--- src/rtl/alu_arbiter_if.sv ---
// Shared ALU operation encoding plus the request/response bundle between the
// two requesters and the ALU arbiter.
package typedefs_pkg;
   typedef enum logic [2:0] {
      ALU_AND = 3'd0,
      ALU_OR  = 3'd1,
      ALU_ADD = 3'd2,
      ALU_XOR = 3'd3,
      ALU_SUB = 3'd6,
      ALU_SLT = 3'd7
   } aluop_sel_t;
endpackage

interface alu_arbiter_if #(parameter int DWIDTH = 8);
   import typedefs_pkg::*;

   logic [1:0]              req_valid;
   logic [1:0]              req_ready;
   logic [1:0][DWIDTH-1:0]  req_src1;
   logic [1:0][DWIDTH-1:0]  req_src2;
   aluop_sel_t              req_sel [2];
   logic [1:0]              rsp_valid;
   logic [1:0]              rsp_ready;
   logic [DWIDTH-1:0]       rsp_res;
   logic                    rsp_res_is_0;

   // Requester side drives operations and consumes results.
   modport master (
      output req_valid, req_src1, req_src2, req_sel, rsp_ready,
      input  req_ready, rsp_valid, rsp_res, rsp_res_is_0
   );

   modport slave (
      input  req_valid, req_src1, req_src2, req_sel, rsp_ready,
      output req_ready, rsp_valid, rsp_res, rsp_res_is_0
   );
endinterface

--- src/rtl/alu_arbiter.sv ---
// Round-robin sharing of one combinational ALU between two requesters, with a
// registered result held until its owner takes it.
module alu_arbiter_alu
   import typedefs_pkg::*;
#(
   parameter int DWIDTH = 8
) (
   input  logic [DWIDTH-1:0] src1,
   input  logic [DWIDTH-1:0] src2,
   input  aluop_sel_t        sel,
   output logic [DWIDTH-1:0] res,
   output logic              res_is_0
);
   // Unassigned encodings fall through to zero rather than flagging an error.
   always_comb begin
      res = '0;
      case (sel)
         ALU_AND: res = src1 & src2;
         ALU_OR:  res = src1 | src2;
         ALU_ADD: res = src1 + src2;
         ALU_XOR: res = src1 ^ src2;
         ALU_SUB: res = src1 - src2;
         ALU_SLT: res = {{(DWIDTH-1){1'b0}}, (src1 < src2)};
         default: res = '0;
      endcase
   end

   assign res_is_0 = (res == '0);
endmodule

module alu_arbiter
   import typedefs_pkg::*;
#(
   parameter int DWIDTH = 8
) (
   input  logic          clk,
   input  logic          rst,
   alu_arbiter_if.slave  bus,
   output logic          busy
);
   typedef enum logic {IDLE, RESP} state_t;

   state_t            state;
   state_t            state_next;
   logic              rr_ptr;
   logic              grant;
   logic              can_accept;
   logic              handshake;
   logic              accept;
   logic [1:0]        ready;
   logic [DWIDTH-1:0] alu_res;
   logic              alu_res_is_0;

   alu_arbiter_alu #(.DWIDTH(DWIDTH)) u_alu (
      .src1     (bus.req_src1[grant]),
      .src2     (bus.req_src2[grant]),
      .sel      (bus.req_sel[grant]),
      .res      (alu_res),
      .res_is_0 (alu_res_is_0)
   );

   // A held result frees the slot in the same cycle its owner consumes it,
   // which is what allows one operation per cycle under contention.
   always_comb begin
      handshake  = |(bus.rsp_valid & bus.rsp_ready);
      can_accept = (state == IDLE) || handshake;
      grant      = 1'b0;
      if (&bus.req_valid)
         grant = rr_ptr;
      else if (bus.req_valid[1])
         grant = 1'b1;
      ready = '0;
      if (can_accept && !rst)
         ready = (grant ? 2'b10 : 2'b01) & bus.req_valid;
      accept = |ready;
   end

   always_ff @(posedge clk or posedge rst) begin
      if (rst)
         state <= IDLE;
      else
         state <= state_next;
   end

   always_comb begin
      state_next = state;
      if (accept)
         state_next = RESP;
      else if (handshake)
         state_next = IDLE;
   end

   always_comb begin
      bus.req_ready = ready;
      busy          = (state == RESP);
   end

   // Result registers only move on accept or on consumption; otherwise held.
   always_ff @(posedge clk or posedge rst) begin
      if (rst) begin
         rr_ptr           <= 1'b0;
         bus.rsp_valid    <= 2'b00;
         bus.rsp_res      <= '0;
         bus.rsp_res_is_0 <= 1'b0;
      end else if (accept) begin
         rr_ptr           <= ~grant;
         bus.rsp_valid    <= grant ? 2'b10 : 2'b01;
         bus.rsp_res      <= alu_res;
         bus.rsp_res_is_0 <= alu_res_is_0;
      end else if (handshake) begin
         bus.rsp_valid    <= 2'b00;
      end
   end
endmodule

--- src/flat_wrapper.sv ---
// flat-port wrapper written by rule: the top's interface ports become plain ports
module alu_arbiter_flat import typedefs_pkg::*;
#(
   parameter int DWIDTH = 8
)
  (clk, rst, busy, bus_req_valid, bus_req_src1, bus_req_src2, bus_req_sel, bus_rsp_ready, bus_req_ready, bus_rsp_valid, bus_rsp_res, bus_rsp_res_is_0);
  alu_arbiter_if #(.DWIDTH(DWIDTH)) bus_i ();
  input  logic clk;
  input  logic rst;
  output logic busy;
  input wire logic [$bits(bus_i.req_valid)-1:0] bus_req_valid;
  input wire logic [$bits(bus_i.req_src1)-1:0] bus_req_src1;
  input wire logic [$bits(bus_i.req_src2)-1:0] bus_req_src2;
  input wire logic [$bits(bus_i.req_sel)-1:0] bus_req_sel;
  input wire logic [$bits(bus_i.rsp_ready)-1:0] bus_rsp_ready;
  output wire logic [$bits(bus_i.req_ready)-1:0] bus_req_ready;
  output wire logic [$bits(bus_i.rsp_valid)-1:0] bus_rsp_valid;
  output wire logic [$bits(bus_i.rsp_res)-1:0] bus_rsp_res;
  output wire logic [$bits(bus_i.rsp_res_is_0)-1:0] bus_rsp_res_is_0;
  assign bus_i.req_valid = bus_req_valid;
  assign bus_i.req_src1 = bus_req_src1;
  assign bus_i.req_src2 = bus_req_src2;
  assign bus_i.req_sel = {>>{bus_req_sel}};
  assign bus_i.rsp_ready = bus_rsp_ready;
  assign bus_req_ready = bus_i.req_ready;
  assign bus_rsp_valid = bus_i.rsp_valid;
  assign bus_rsp_res = bus_i.rsp_res;
  assign bus_rsp_res_is_0 = bus_i.rsp_res_is_0;
  alu_arbiter #(.DWIDTH(DWIDTH)) u_core (.clk(clk), .rst(rst), .bus(bus_i), .busy(busy));
endmodule
--- config.mk ---
export PLATFORM = sky130hd
export DESIGN_NAME = alu_arbiter_flat
export DESIGN_NICKNAME = d
export VERILOG_FILES = /design/src/rtl/alu_arbiter_if.sv /design/src/rtl/alu_arbiter.sv /design/src/flat_wrapper.sv
export SDC_FILE = /design/constraint.sdc
export NUM_CORES = 1
export LEC_CHECK = 0
export CAP_MARGIN = 20
export CORE_MARGIN = 2
export CORE_UTILIZATION = 44
export CTS_CLUSTER_DIAMETER = 100
export CTS_CLUSTER_SIZE = 24
export DETAILED_ROUTE_END_ITERATION = 7
export PLACE_DENSITY = 0.79
export RECOVER_POWER = 25
export REMOVE_ABC_BUFFERS = 1
export SETUP_SLACK_MARGIN = 0.1
export SKIP_CTS_REPAIR_TIMING = 1
export SLEW_MARGIN = 20
export SYNTH_ARGS = -nofsm -noshare
export SYNTH_HDL_FRONTEND = slang
export SYNTH_SLANG_ARGS = --single-unit
--- constraint.sdc ---
create_clock -name clk -period 3.81 [get_ports clk]
set_input_delay 0.762 -clock clk [delete_from_list [all_inputs] [get_ports clk]]
set_output_delay 0.762 -clock clk [all_outputs]
set_load 0.005 [all_outputs]
---- Word-level counts from Yosys, hierarchy flattened ----
Cells that the tools add are included.
cells by class
  $add $sub $neg .......................... 2
  magnitude comparators ................... 3
  equality and inequality tests ........... 5
  mux-type cells .......................... 16
  bitwise logic cells ..................... 8
  reductions and logical operators ........ 9
operators by type and width
  cell                                                        count
  case mux 8 bit (6 select lines)                             1
  two-way mux 8 bit                                           4
  two-way mux 3 bit                                           3
  adder 8 bit                                                 1
  AND 8 bit                                                   1
  zero test 8 bit                                             1
  less-than comparator 8 bit                                  1
  two-way mux 2 bit                                           4
  bitwise OR 8 bit                                            1
  subtractor 8 bit                                            1
  bitwise XOR 8 bit                                           1
  == test 3 x 2 -> 1 bit, second input constant               2
  == test 3 bit, second input constant                        2
  AND 2 bit                                                   2
  two-way mux 1 bit                                           4
  OR reduction 2 bit                                          2
  == test 3 x 1 -> 1 bit, second input constant               1
  zero test 3 bit                                             1
  >= comparator 2 bit, second input constant                  1
  less-than comparator 1 x 2 -> 1 bit, second input constant  1
  NOT 1 bit                                                   2
  NOT 1 -> 2 bit                                              1
  AND reduction 2 bit                                         1
  nonzero test 2 bit                                          1
  3 further kinds                                             3
word-level totals
  bits in registers ....................... 13
  input bits .............................. 44
  output and inout bits ................... 14

---- Longest topological paths before layout ----
Gate-level depths: netlist of the first run.
  depth in word-level cells ............... 9
  mapped depth ............................ 19

---- Cells and area by module ----
From an unflattened synthesis of the first run, not the netlist that was laid out.
unflattened totals
  cells, all modules ...................... 241
  area, all modules ....................... 2,177.1 µm²
modules (own cells, without submodules)
  module           instances  cells an instance  area an instance (µm²)  seq. area each (µm²)
  alu_arbiter_alu  1          178                1,351.3                 0.0
  alu_arbiter      1          63                 825.8                   325.3

---- Worst setup path before layout of the first run ----
OpenSTA, ideal clock, no wires.
  path kind ............................... in2reg
  start point ............................. in bus_req_valid[0]
  end point ............................... reg u_core.bus.rsp_res_is_0
  arrival time ............................ 3,997 ps
  data required time ...................... 3,743 ps
  slack ................................... -254 ps
  cell stages on the path ................. 17
  path buffers ............................ 4
  path through ............................ nand2b_1 > buf_2 > nand2_1 > buf_2 > buf_2 > clkbuf_1 > nand2_1 > nand2_1 > inv_1 > ha_1 > or2_1 > o311a_1 > a221o_1 > a221oi_2 > nand2_1 > nor4_2 > a32o_1
between the ends
  longest elaborated chain between the ends .. 9
ends and longest elaborated chain
  what                                                      RTL line              source
  start: declaration                                        flat_wrapper.sv:11    input wire logic [$bits(bus_i.req_valid)-1:0] bus_req_valid;
  branches (longest 9 deep; another with subtractor 8 bit)  --
  end signal: assignment                                    alu_arbiter.sv:109    bus.rsp_res_is_0 <= alu_res_is_0;
  end: declaration                                          alu_arbiter_if.sv:35  output req_ready, rsp_valid, rsp_res, rsp_res_is_0
Several ways; the timed one is not identified. The select of a mux whose other input is x is not followed.
A chain may end at the register's enable or synchronous reset.

---- Worst setup path in the final report of the first run ----
Ends and elaborated chain as after synthesis.

==> metrics.md, run 1 <==
| Metric | Value |
|---|---|
| Final clock skew | `~0.0042 ns` |
| Final period utilization | `91.6%` |
| Layout cells sized above 1 | `around 22%` |
| Worst flop-to-flop path startpoint | `u_core.rr_ptr` |
| CTS tree | `built` |
| Slew HR | `between 60% and 70%` |
| Clk network pwr share | `8.7%` |
| RSZ-0062 raised after global routing | `false` |
| Initial Util | `46.2%` |
| Nets | `around 460` |
| Placed cell count | `432` |
| Post-detail-place hpwl | `approximately 5200 µm` |
| Post-synthesis cell area | `2040 µm²` |
| Most common cell in the netlist | `nand2_1` |
| Fmax achieved | `287 MHz` |
| CTS Sinks | `13` |
| Syn Inst Count | `284` |
| Avg Cell Area, Syn | `7.19 µm²` |
| Worst ir drop on vdd | `around 0.19 mV` |
| Vias in the first global route | `2474` |
| Vias | `about 2600` |
| Final setup vio count | `0` |
| Synthesis-to-finish area growth | `58.2%` |
| IO Port Bufs | `57` |
| Total grt overflow | `0` |
| Reg2reg path depth | `13` |
| Cell internal pwr | `around 0.81 mW` |
| Lkg Pwr | `1.55 nW` |
| Worst setup EP type | `flop` |
| FF/Latch Area | `around 330 µm²` |
| ANT cells | `0` |
| First-pass GRT wire length | `10600 µm` |
| Hold Vio Cnt, Final | `0` |
| Antenna Nets Post-Route | `0` |
| Clock buffer depth | `2` |
| Multi-input logic area | `1680 µm²` |
| Number of flops mapped to enable cells by yosys | `0` |
| Leading area contributor after synthesis | `dfrtp_1` |
| Final WS setup | `0.321 ns` |
| Gpl congestion | `roughly 0.93` |
| Top Ports | `58` |
| DP Worst Slack | `-0.442 ns` |
| Post-synth top area share | `15.9%` |
| Drt pass-1 iters | `6` |
| Sequential fraction of the synthesis area | `around 16%` |
| Die Y | `72.1 µm` |
| Hold_sp | `u_core.bus.rsp_res[6]` |
| Fin cells | `between 400 and 500` |
| Top cells by count, synth | `nand2_1 (54), inv_1 (28), ha_1 (20)` |
| CP Launch Point | `bus_req_valid[0]` |
| Top FF cell, synth | `dfrtp_1` |
| Power per cell area | `roughly 430 nW/µm²` |
| NetSw | `0.566 mW` |
| Largest net degree at the start of global routing | `18` |
| Reg clk slew, reported paths | `0.05 ns` |
| Sw Ratio | `41.0%` |
| Flops & latches, synth | `13` |
| Sequential power share | `16.8%` |
| Arr. time, crit path | `around 3.7 ns` |
| CTS buffer count | `3` |
| Reg2reg setup slack | `0.51 ns` |
| Latest clock arrival within the worst-skew pair | `0.24 ns` |
| Routed WL per cell | `roughly 15 µm` |
| Initial antenna violation count | `0` |
| Row cnt | `24` |
| Via density | `around 5.8` |
| CP required | `~4.0 ns` |
| Total Power | `1.38 mW` |
| Least-Margin Pin Slew | `0.479 ns` |
| Max Cap Viol | `0` |
| Die area | `a little over 5000 µm²` |
| Post-route minimum period | `~3.5 ns` |
| Fin Setup TNS | `0 ns` |
| H-tree levels | `1` |
| Core Region | `4410 µm²` |
| Min-Delay Path Class | `flop to flop` |
| Unique masters post-synth | `56` |
| Initial DRC count | `163` |
| Worst flop-to-flop path endpoint | `u_core.bus.rsp_res_is_0` |
| Comb power frac | `74.4%` |
| Root Driver | `clkbuf_8` |
| Crit Path Category | `input pin to flop` |
| Final Util | `approximately three quarters` |
| Layout fillers | `372` |
| Routed WL | `6660 µm` |
| Startpoint types | `input pin` |
| Area contributors post-synth | `dfrtp_1 (16%), ha_1 (12%), nand2_1 (9.9%), mux2i_1 (5.9%), inv_1 (5.2%)` |
| Synth warn | `0` |
| WHS Endpoint | `u_core.bus.rsp_res[6]` |
| Die X | `72.1 µm` |
| Slew Limit Fails | `0` |
| Status | `complete, no violations` |
| Hold path depth | `2` |
| Tot GR Track Use | `24.9%` |
| Crit Path Max Fanout | `7` |
| Post-synth ARST share | `100%` |
| Remaining DRCs | `0` |
## worst max-delay path by stage
stage / end / slack [ns] / depth (start not counted)
floorplan: u_core.bus.rsp_res_is_0 / -0.06 / 13
global placement: u_core.bus.rsp_res_is_0 / -0.33 / 15
detailed placement: u_core.bus.rsp_res_is_0 / -0.44 / 15
CTS: u_core.bus.rsp_res_is_0 / -0.17 / 15
global route: u_core.bus.rsp_res_is_0 / 0.14 / 17
finish: u_core.bus.rsp_res_is_0 / 0.32 / 15
## sequential cells by signal (all words and copies together) (netlist names)
register,count
u_core.bus.rsp_res,8
u_core.bus.rsp_res_is_0,1
u_core.bus.rsp_valid,2
u_core.busy,1
u_core.rr_ptr,1
## critical path, cell delays in order
cell and delay [ns]:
dlymetal6s2s_1 0.13, buf_4 0.14, and2b_4 0.17, nor2_4 0.21, nand2_2 0.08, nand2_2 0.07
inv_2 0.06, ha_1 0.28, or2_1 0.25, o311a_1 0.32, a221o_1 0.36, a221oi_2 0.33
nand2_1 0.13, nor4_2 0.17, a32o_1 0.20
## routing by layer
| layer | GRT usage [%] | vias to the layer above | share of wire [%] |
|---|---|---|---|
| met5 | 0 | - | 0 |
| met4 | 7.55 | 0 | 3.1 |
| met3 | 2.64 | 32 | 6.7 |
| met2 | 46.7 | 141 | 51 |
| met1 | 29.4 | 1173 | 39 |
| li1 | - | 1226 | - |
## metrics by stage
stage	cell area, µm²	hold WS (ns)
after floorplan	1990	0.464
after global placement	3010	0.461
after detailed placement	3010	0.471
after CTS	3060	0.484
after global routing	3230	0.510
final	3230	0.477
## cell type report
type	count	share of cell area, %
clock buffers	4	1.40
inverters	29	3.37
multi-input cells	231	52.0
flip-flops and latches	13	10.1
well taps	52	2.02
repair buffers	112	31.1
## placed cells by master (no fill, tap or decap), types with 2 or more instances in the layout
cell and count:
o21ai_0 14, inv_1 26, a221o_1 2, inv_2 3
xnor2_1 2, a22o_1 2, o211ai_1 7, o221ai_1 2
nand4_1 4, nand2_2 3, dlymetal6s2s_1 2, a22oi_1 3
clkbuf_8 3, a221oi_2 2, nand4b_1 2, nand3_1 10
o21a_1 3, nand2b_1 5, nor2b_1 4, fa_2 2
mux2i_2 3, and3_1 2, ha_1 16, nand2_1 51
dfrtp_1 13, a31oi_1 3, o32ai_1 2, clkdlybuf4s50_1 54
ha_4 3, a21o_1 5, mux2i_1 8, buf_4 53
a41o_1 2, o31ai_1 2, and2_1 3, or4_1 2
nor2_1 17, a21oi_1 16
## power by group through the flow
stage / clock [mW] / combinational [mW] / sequential [mW]
floorplan: 0 / 0.470 / 0.233
global placement: 0 / 0.900 / 0.229
detailed placement: 0 / 0.922 / 0.234
CTS: 0.121 / 0.927 / 0.232
global route: 0.127 / 1.12 / 0.239
finish: 0.120 / 1.03 / 0.232
## cell families (layout without fill, tap and decap cells)
logic type	Yosys count	count (layout)	synth area share [%]
AO/OA/AOI/OAI	82	82	28.5
XOR/XNOR	3	3	1.29
adder cells (fa/ha/maj)	22	22	14.2
buffers and inverters	40	145	7.85
flip-flops	13	13	15.9
multiplexers	12	12	5.89
AND/OR/NAND/NOR	112	112	26.3
No activity file was read; power rests on OpenSTA's default activity.
==> inputs of run 2 (changes only) <==
- CAP_MARGIN: 20 -> default
- TNS_END_PERCENT: default -> 10
==> results of run 2 <==
Same layout as run 1: the final DEF is identical, and so are final timing and power.
